**config.mk**
```make
export PLATFORM = sky130hd
export DESIGN_NAME = alu_issue_decoder
export DESIGN_NICKNAME = d
export VERILOG_FILES = /design/src/rtl/alu_issue_decoder.sv
export SDC_FILE = /design/constraint.sdc
export NUM_CORES = 1
export LEC_CHECK = 0
export ABC_AREA = 1
export CAP_MARGIN = 20
export CORE_MARGIN = 8
export CORE_UTILIZATION = 35
export CTS_BUF_LIST = sky130_fd_sc_hd__clkbuf_4 sky130_fd_sc_hd__clkbuf_8
export DETAILED_ROUTE_END_ITERATION = 8
export PLACE_DENSITY_LB_ADDON = 0.12
export RECOVER_POWER = 25
export SLEW_MARGIN = 20
export SYNTH_ARGS = -nofsm -noshare
export SYNTH_HDL_FRONTEND = slang
export SYNTH_SLANG_ARGS = --single-unit
```
**constraint.sdc**
```tcl
create_clock -name clk -period 2.81 [get_ports clk]
set_input_delay 0.562 -clock clk [delete_from_list [all_inputs] [get_ports clk]]
set_output_delay 0.562 -clock clk [all_outputs]
set_load 0.005 [all_outputs]
```
**src/rtl/alu_issue_decoder.sv**
```systemverilog
// RV32I decode/issue stage for the integer ALU: OP, OP-IMM, LUI, AUIPC.
// Single-entry registered output buffer with valid/ready, flush and issue counter.
module alu_issue_decoder #(
    parameter int XLEN  = 32,
    parameter int CNT_W = 32
) (
    input  logic             clk,
    input  logic             rst_n,
    input  logic             in_valid,
    output logic             in_ready,
    input  logic [31:0]      in_instr,
    input  logic [31:0]      in_pc,
    output logic [4:0]       rs1_addr,
    output logic [4:0]       rs2_addr,
    input  logic [XLEN-1:0]  rs1_data,
    input  logic [XLEN-1:0]  rs2_data,
    input  logic             flush,
    output logic             out_valid,
    input  logic             out_ready,
    output logic [3:0]       ALU_op,
    output logic [XLEN-1:0]  val1,
    output logic [XLEN-1:0]  val2,
    output logic [4:0]       rd,
    output logic             wb_en,
    output logic             illegal,
    output logic [CNT_W-1:0] issue_count
);

    localparam logic [3:0] OP_NONE = 4'b0000;
    localparam logic [3:0] OP_AND  = 4'b0001;
    localparam logic [3:0] OP_OR   = 4'b0010;
    localparam logic [3:0] OP_XOR  = 4'b0011;
    localparam logic [3:0] OP_ADD  = 4'b0100;
    localparam logic [3:0] OP_SUB  = 4'b0101;
    localparam logic [3:0] OP_SLL  = 4'b0110;
    localparam logic [3:0] OP_SRL  = 4'b0111;
    localparam logic [3:0] OP_LTU  = 4'b1000;
    localparam logic [3:0] OP_LT   = 4'b1001;
    localparam logic [3:0] OP_SRA  = 4'b1010;

    localparam logic [6:0] OPC_OP    = 7'b0110011;
    localparam logic [6:0] OPC_IMM   = 7'b0010011;
    localparam logic [6:0] OPC_LUI   = 7'b0110111;
    localparam logic [6:0] OPC_AUIPC = 7'b0010111;

    localparam logic [6:0] F7_ZERO = 7'b0000000;
    localparam logic [6:0] F7_ALT  = 7'b0100000;

    localparam logic [CNT_W-1:0] CNT_ONE = {{(CNT_W-1){1'b0}}, 1'b1};

    logic [6:0]      opcode;
    logic [6:0]      funct7;
    logic [2:0]      funct3;
    logic            is_op;
    logic            is_imm;
    logic            is_lui;
    logic            is_auipc;
    logic [XLEN-1:0] imm_i;
    logic [XLEN-1:0] imm_u;
    logic [3:0]      base_op;
    logic [3:0]      d_op;
    logic [XLEN-1:0] d_v1;
    logic [XLEN-1:0] d_v2;
    logic            d_ill;
    logic            d_wb;
    logic            accept;
    logic            out_hs;

    assign rs1_addr = in_instr[19:15];
    assign rs2_addr = in_instr[24:20];

    assign opcode = in_instr[6:0];
    assign funct3 = in_instr[14:12];
    assign funct7 = in_instr[31:25];

    assign is_op    = (opcode == OPC_OP);
    assign is_imm   = (opcode == OPC_IMM);
    assign is_lui   = (opcode == OPC_LUI);
    assign is_auipc = (opcode == OPC_AUIPC);

    assign imm_i = {{(XLEN-12){in_instr[31]}}, in_instr[31:20]};
    assign imm_u = {in_instr[31:12], {(XLEN-20){1'b0}}};

    assign in_ready = rst_n & ~flush & (~out_valid | out_ready);
    assign accept   = in_valid & in_ready;
    assign out_hs   = out_valid & out_ready;

    always_comb begin
        base_op = OP_ADD;
        unique case (funct3)
            3'b000: base_op = OP_ADD;
            3'b001: base_op = OP_SLL;
            3'b010: base_op = OP_LT;
            3'b011: base_op = OP_LTU;
            3'b100: base_op = OP_XOR;
            3'b101: base_op = OP_SRL;
            3'b110: base_op = OP_OR;
            3'b111: base_op = OP_AND;
        endcase
    end

    always_comb begin
        d_op  = OP_NONE;
        d_v1  = '0;
        d_v2  = '0;
        d_ill = 1'b0;
        unique case (1'b1)
            is_op: begin
                d_v1 = rs1_data;
                d_v2 = rs2_data;
                if (funct7 == F7_ZERO)
                    d_op = base_op;
                else if (funct7 == F7_ALT && funct3 == 3'b000)
                    d_op = OP_SUB;
                else if (funct7 == F7_ALT && funct3 == 3'b101)
                    d_op = OP_SRA;
                else
                    d_ill = 1'b1;
            end
            is_imm: begin
                d_v1 = rs1_data;
                d_v2 = imm_i;
                d_op = base_op;
                if (funct3 == 3'b001 && funct7 != F7_ZERO)
                    d_ill = 1'b1;
                if (funct3 == 3'b101) begin
                    if (funct7 == F7_ALT)
                        d_op = OP_SRA;
                    else if (funct7 != F7_ZERO)
                        d_ill = 1'b1;
                end
            end
            is_lui: begin
                d_op = OP_ADD;
                d_v2 = imm_u;
            end
            is_auipc: begin
                d_op = OP_ADD;
                d_v1 = in_pc;
                d_v2 = imm_u;
            end
            default: d_ill = 1'b1;
        endcase
        // the ALU shifts by the whole operand, so keep only the shamt
        if (d_op == OP_SLL || d_op == OP_SRL || d_op == OP_SRA)
            d_v2 = {{(XLEN-5){1'b0}}, d_v2[4:0]};
        if (d_ill) begin
            d_op = OP_NONE;
            d_v1 = '0;
            d_v2 = '0;
        end
    end

    assign d_wb = ~d_ill & (in_instr[11:7] != 5'd0);

    always_ff @(posedge clk) begin
        if (!rst_n) begin
            out_valid   <= 1'b0;
            ALU_op      <= OP_NONE;
            val1        <= '0;
            val2        <= '0;
            rd          <= '0;
            wb_en       <= 1'b0;
            illegal     <= 1'b0;
            issue_count <= '0;
        end else if (flush) begin
            out_valid <= 1'b0;
        end else begin
            if (out_hs)
                issue_count <= issue_count + CNT_ONE;
            if (accept) begin
                out_valid <= 1'b1;
                ALU_op    <= d_op;
                val1      <= d_v1;
                val2      <= d_v2;
                rd        <= in_instr[11:7];
                wb_en     <= d_wb;
                illegal   <= d_ill;
            end else if (out_hs) begin
                out_valid <= 1'b0;
            end
        end
    end

endmodule
```
; Yosys cells after proc, flatten, opt, wreduce, memory -nomap -nowiden
; Memories as Yosys holds them, arrays and structs flattened.
; Cells that the tools add are included.
; W data, S select, Z words.
[word_totals]
register_bits = 108
n_memories = 1
ram_bits = 0
romBits = 32
latchBits = 0
[classes]
n_lt_le_gt_ge = 0
n_reduce_logical = 15
mux = 22
n_shift = 0
addsub = 1
n_div = 0
n_eq_ne = 10
n_bitwise = 10
multipliers = 0
[memory_table]
columns = memory, depth, width, read_ports, rd_clocked_by_memory_dff, wr, line_no
row1 = (no name shown), 8, 4, 1, 0, 0, 90  ; unique case (funct3)
[op_table]
columns = cell, count
row1 = $mux W32, 3
row2 = $pmux W32 S3, 1
row3 = $pmux W32 S2, 1
row4 = $add A32 B1 Y32 const B, 1
row5 = $mux W4, 6
row6 = $eq A7 B6 Y1 const B, 3
row7 = $eq A7 B5 Y1 const B, 2
row8 = $pmux W4 S3, 1
row9 = $mux W1, 9
row10 = $eq A4 B3 Y1 const B, 2
row11 = $logic_not A7 Y1, 1
row12 = $reduce_bool A7 Y1, 1
row13 = $reduce_or A2 Y1, 3
row14 = $and A1 B1 Y1, 5
row15 = $reduce_bool A5 Y1, 1
row16 = $eq A4 B4 Y1 const B, 1
row17 = $not A1 Y1, 4
row18 = $reduce_and A2 Y1, 2
row19 = $eq A3 B1 Y1 const B, 1
row20 = $eq A3 B3 Y1 const B, 1
row21 = $logic_and A1 B1 Y1, 3
row22 = $logic_not A3 Y1, 1
row23 = $pmux W1 S3, 1
row24 = $logic_or A1 B1 Y1, 2
row25 = other kinds (2), 2

; Logic depth before layout (Yosys ltp)
[depth]
word_depth = 11
depth_mapped = 14

; Worst setup path after synthesis
; OpenSTA, ideal clock, no wires.
[synth_path]
path_kind = input port to flip-flop
start = input port in_instr[1]
end = register val2[15]
setup_ps = 132
t_arrival_ps = 1691
slack_ps = 987
path_stages = 13
path_buffers = 2
required_time_ps = 2678
cell_sequence = nand2_1 inv_1 nand2_1 nor2_1 buf_4 nand3_1 o21ai_0 nor2_1 nand2_1 nand2_2 buf_6 nand2_1 a21oi_1
[synth_via]
elab_chain_cells = 8
elab_cells_between_ends = 15
classes_between = 7 x eq/ne / 5 x mux / 3 x reduce/logical
[synth_rtl]
columns = item, line_no
row1 = from (decl), 11  ; input logic [31:0] in_instr,
row2 = $eq A7 B6 Y1 or $eq A7 B5 Y1 (tied branches), "78, 79"
row3 = $reduce_or A2 Y1 (no line), n/a
row4 = $pmux W4 S3, 107  ; unique case (1'b1)
row5 = $eq A4 B3 Y1, 145  ; if (d_op == OP_SLL || d_op == OP_SRL || d_op == OP_SRA)
row6 = $logic_or A1 B1 Y1 (2 in a row), 145
row7 = $mux W32, 145
row8 = $mux W32 *, 147  ; if (d_ill) begin
row9 = to (signal assigned), 175  ; val2 <= d_v2;
row10 = to (decl), 22  ; output logic [XLEN-1:0] val2,
; Every way passes the cells marked *; elsewhere a longest branch is shown, timed or not.
; A chain may end at the register's enable or synchronous reset.

; Worst setup path after layout
[layout_path]
start = input port rst_n
end = output port in_ready
[layout_via]
elab_chain_cells = 2
[layout_rtl]
columns = item, line_no
row1 = from (decl), 8  ; input logic rst_n,
row2 = $and A1 B1 Y1 (2 in a row), 84  ; assign in_ready = rst_n & ~flush & (~out_valid | out_ready);
row3 = to (decl), 10  ; output logic in_ready,
; Every way passes these cells.

==> impl_metrics.yaml <==
global_routing:
  grt_usage_pct: 19.7
  grt_first_pass_wirelength_mm: 32.4
  grt_max_degree: 94
  first_global_vias: 6280
  antenna_found_initial: 0
  overflow: 0
finish:
  drive_gt1_share_pct: 5.18
  areaGrowthSynthToFinish_pct: 49.6
  num-nets-final: 1268
  final_util_pct: 52.8
  stdcell_area_um2: 8670
  num_antenna_cells: 0
  fin_cells: 1359
  fill_cells: 1627
setup_path:
  cpMaxStageDelayCell: "clkdlybuf4s50_1"
  cp-end-kind: "output pin"
  critPathArrivalTime_ns: 1.90
  crit-reg2reg-launch: "issue_count[1]"
  cp_max_fo: 2
  crit_type: "in -> out"
  crit_buf_inv: 4
  cpPeakStageDelay_ns: 0.53
  reg2regPathDepth: 9
  r2r_end: "issue_count[24]"
  critPathLaunchType: "input port"
  cp_top_family: "buffers and inverters"
  worstPathCellList: "clkdlybuf4s50_1 -> inv_2 -> nor2_2 -> inv_2 -> a21oi_2 -> clkdlybuf4s50_1"
  worst-r2r-setup-slack_ns: 0.82
  cp.required_ns: 2.25
yosys:
  synthTopCellsByArea: "dfxtp_1 37%, nand2_1 18%, a21oi_1 10%, nand3_1 7.6%, nor2_1 4.7%"
  synthArstFlopShare_pct: 0
  ys_ff_latch: 108
  synth_largest_area_cell: "dfxtp_1"
  yosys_warnings: 0
  seq_area_frac_synth_pct: 37.3
  avgSynthCellArea_um2: 6.36
  synth_cell_types: 36
  synth-main-ff-cell: "dfxtp_1"
  synth_cells: 911
  syn_nets: 1045
  netlist.area_leader.share_pct: 37.3
  synth_edf_count: 0
  syn_area_um2: 5790
cts:
  cts_sinks: 108
  root_buffer: "clkbuf_8"
  cts_tree: "built"
  ctsResizeCount: 0
  max-clock-path-buffers: 2
  clk_latency_ns: 0.39
  clkTransAtPathRegs_ns: 0.10
  postCtsSetupRepairBufs: 0
  cts_max_level: 3
  cts_buffers: 9
  postCtsHoldBufs: 0
worst_hold_path:
  hold_end: "val2[6]"
  min_delay_path_depth: 2
  min_from: "val2[6]"
  hp-class: "reg -> reg"
die:
  io_pins: 252
  dieArea_um2: 20900
  fp-row-count: 47
  start_util_pct: 35.3
  die_x_um: 145
  coreArea_um2: 16400
  die_h_um: 145
routing:
  drc: 0
  finalWirelength_mm: 20.8
  drtIter0Drc: 272
  dr_wl_met2_mm: 9.65
  vias: 6594
  wl_per_cell_um: 15.3
  wl_met3_mm: 1.88
  top_layer: "met4"
  drt_pass1_iterations: 5
  vias_per_cell: 4.85
  ant_nets: 0
  wl_met1_mm: 9.00
job:
  cap_violations: 0
timing:
  skew_ns: 0.0155
  hold_violations: 0
  slew_headroom_pct: 30.0
  setup_violations: 0
  finalCriticalPeriod_ns: 2.46
  whs_ns: 0.465
  worst-slew-pin-transition_ns: 1.05
  finalSetupTns_ns: 0
  slew_violations: 0
  timing.final.crit_share_pct: 87.5
  rsz0062_at_grt: "no"
  max_freq_mhz: 407
run_status:
  status: "complete, no violations"
placement:
  dp_hpwl_mm: 15.5
  postPlaceCellArea_um2: 8460
  place_inst: 1343
  gp_congestion: 0.833
  io_buffers: 251
power:
  leakagePower_nw: 3.29
  ir_worst_vdd_v: 0.000265
  power_density_nw_per_um2: 346
==> Yosys cell counts, types with 10 or more instances <==
cell type    n
nand4_1     10
a21oi_1    116
o21ai_0     33
nor2_1      73
nor3_1      28
nand2_1    285
inv_1       60
clkbuf_1    27
dfxtp_1    108
buf_4       13
nand3_1     88
buf_2       12
==> logic make-up (layout without fill, tap and decap cells) <==
logic type	after synthesis	after routing	share of synthesized area [%]
buffers and inverters	125	353	9.46
AO/OA/AOI/OAI	169	169	15.6
adder cells (fa/ha/maj)	1	1	0.216
flip-flops	108	108	37.3
AND/OR/NAND/NOR	501	501	36.4
XOR/XNOR	7	7	1.06
==> state kept, by name, summed over array words and instances, names as in the netlist <==
signal and cells:
rd 5, ALU_op 4, val1 32, illegal 1, out_valid 1, issue_count 32, wb_en 1, val2 32
==> metal layers <==
layer / vias to the layer above / GRT usage (%)
met1: 2981 / 24.3
met3: 20 / 6.83
li1: 3402 / -
met2: 191 / 31.7
met4: 0 / 6.13
met5: - / 0
==> tightest hold or removal path, stage by stage, from the launching register on <==
cell and delay [ns]:
dfxtp_1 0.32, nand2_1 0.06, a21oi_1 0.05
==> stage by stage <==
| stage | power [mW] | setup slack, ns |
|---|---|---|
| 2_1_floorplan | 1.68 | 0.987 |
| 3_3_place_gp | 1.93 | 0.0631 |
| 3_5_place_dp | 1.93 | 0.0464 |
| 4_1_cts | 3.04 | 0.350 |
| 5_1_grt | 3.12 | 0.213 |
| 6_report | 3.00 | 0.350 |
==> area by class of cell <==
type	instances	area [um2]	share of cell area [%]
clock inverters	5	83.8	0.967
flip-flops and latches	108	2160	24.9
multi-input cells	678	3080	35.5
well taps	220	275	3.18
repair buffers	272	2680	30.9
inverters	65	244	2.82
clock buffers	11	145	1.67
==> placed cells by master, fill, tap and decap left out, types with 2 or more instances in the layout <==
| cell type | n |
|---|---|
| nor2_1 | 74 |
| inv_1 | 60 |
| dlygate4sd3_1 | 43 |
| clkinvlp_4 | 2 |
| nand2_2 | 2 |
| o21ai_0 | 33 |
| nor2_2 | 5 |
| dfxtp_1 | 108 |
| nand2_1 | 284 |
| nor4_1 | 2 |
| inv_2 | 5 |
| clkdlybuf4s50_1 | 208 |
| o21a_1 | 2 |
| buf_4 | 19 |
| a21oi_1 | 116 |
| nor3_1 | 28 |
| bufinv_16 | 2 |
| a21boi_0 | 3 |
| xor2_1 | 6 |
| o21ai_1 | 3 |
| a21oi_2 | 8 |
| nand4_1 | 10 |
| clkbuf_8 | 10 |
| nand3_1 | 89 |
==> how the worst max path moves through the flow <==
stage | slack, ns | cells past startpoint | to | startpoint
after detailed placement | 0.05 | 14 | val2[27] | in_instr[0]
final | 0.35 | 6 | in_ready | rst_n
after global routing | 0.21 | 14 | val2[26] | in_instr[0]
after CTS | 0.35 | 6 | in_ready | rst_n
after floorplan | 0.99 | 13 | val2[15] | in_instr[1]
after global placement | 0.06 | 14 | val2[28] | in_instr[0]
==> power by group <==
group | internal [mW] | total (mW) | switching (mW)
combinational | 0.207 | 0.351 | 0.144
clock | 0.540 | 1.11 | 0.569
sequential | 1.53 | 1.54 | 0.00295
No activity file was read; power rests on OpenSTA's default activity.
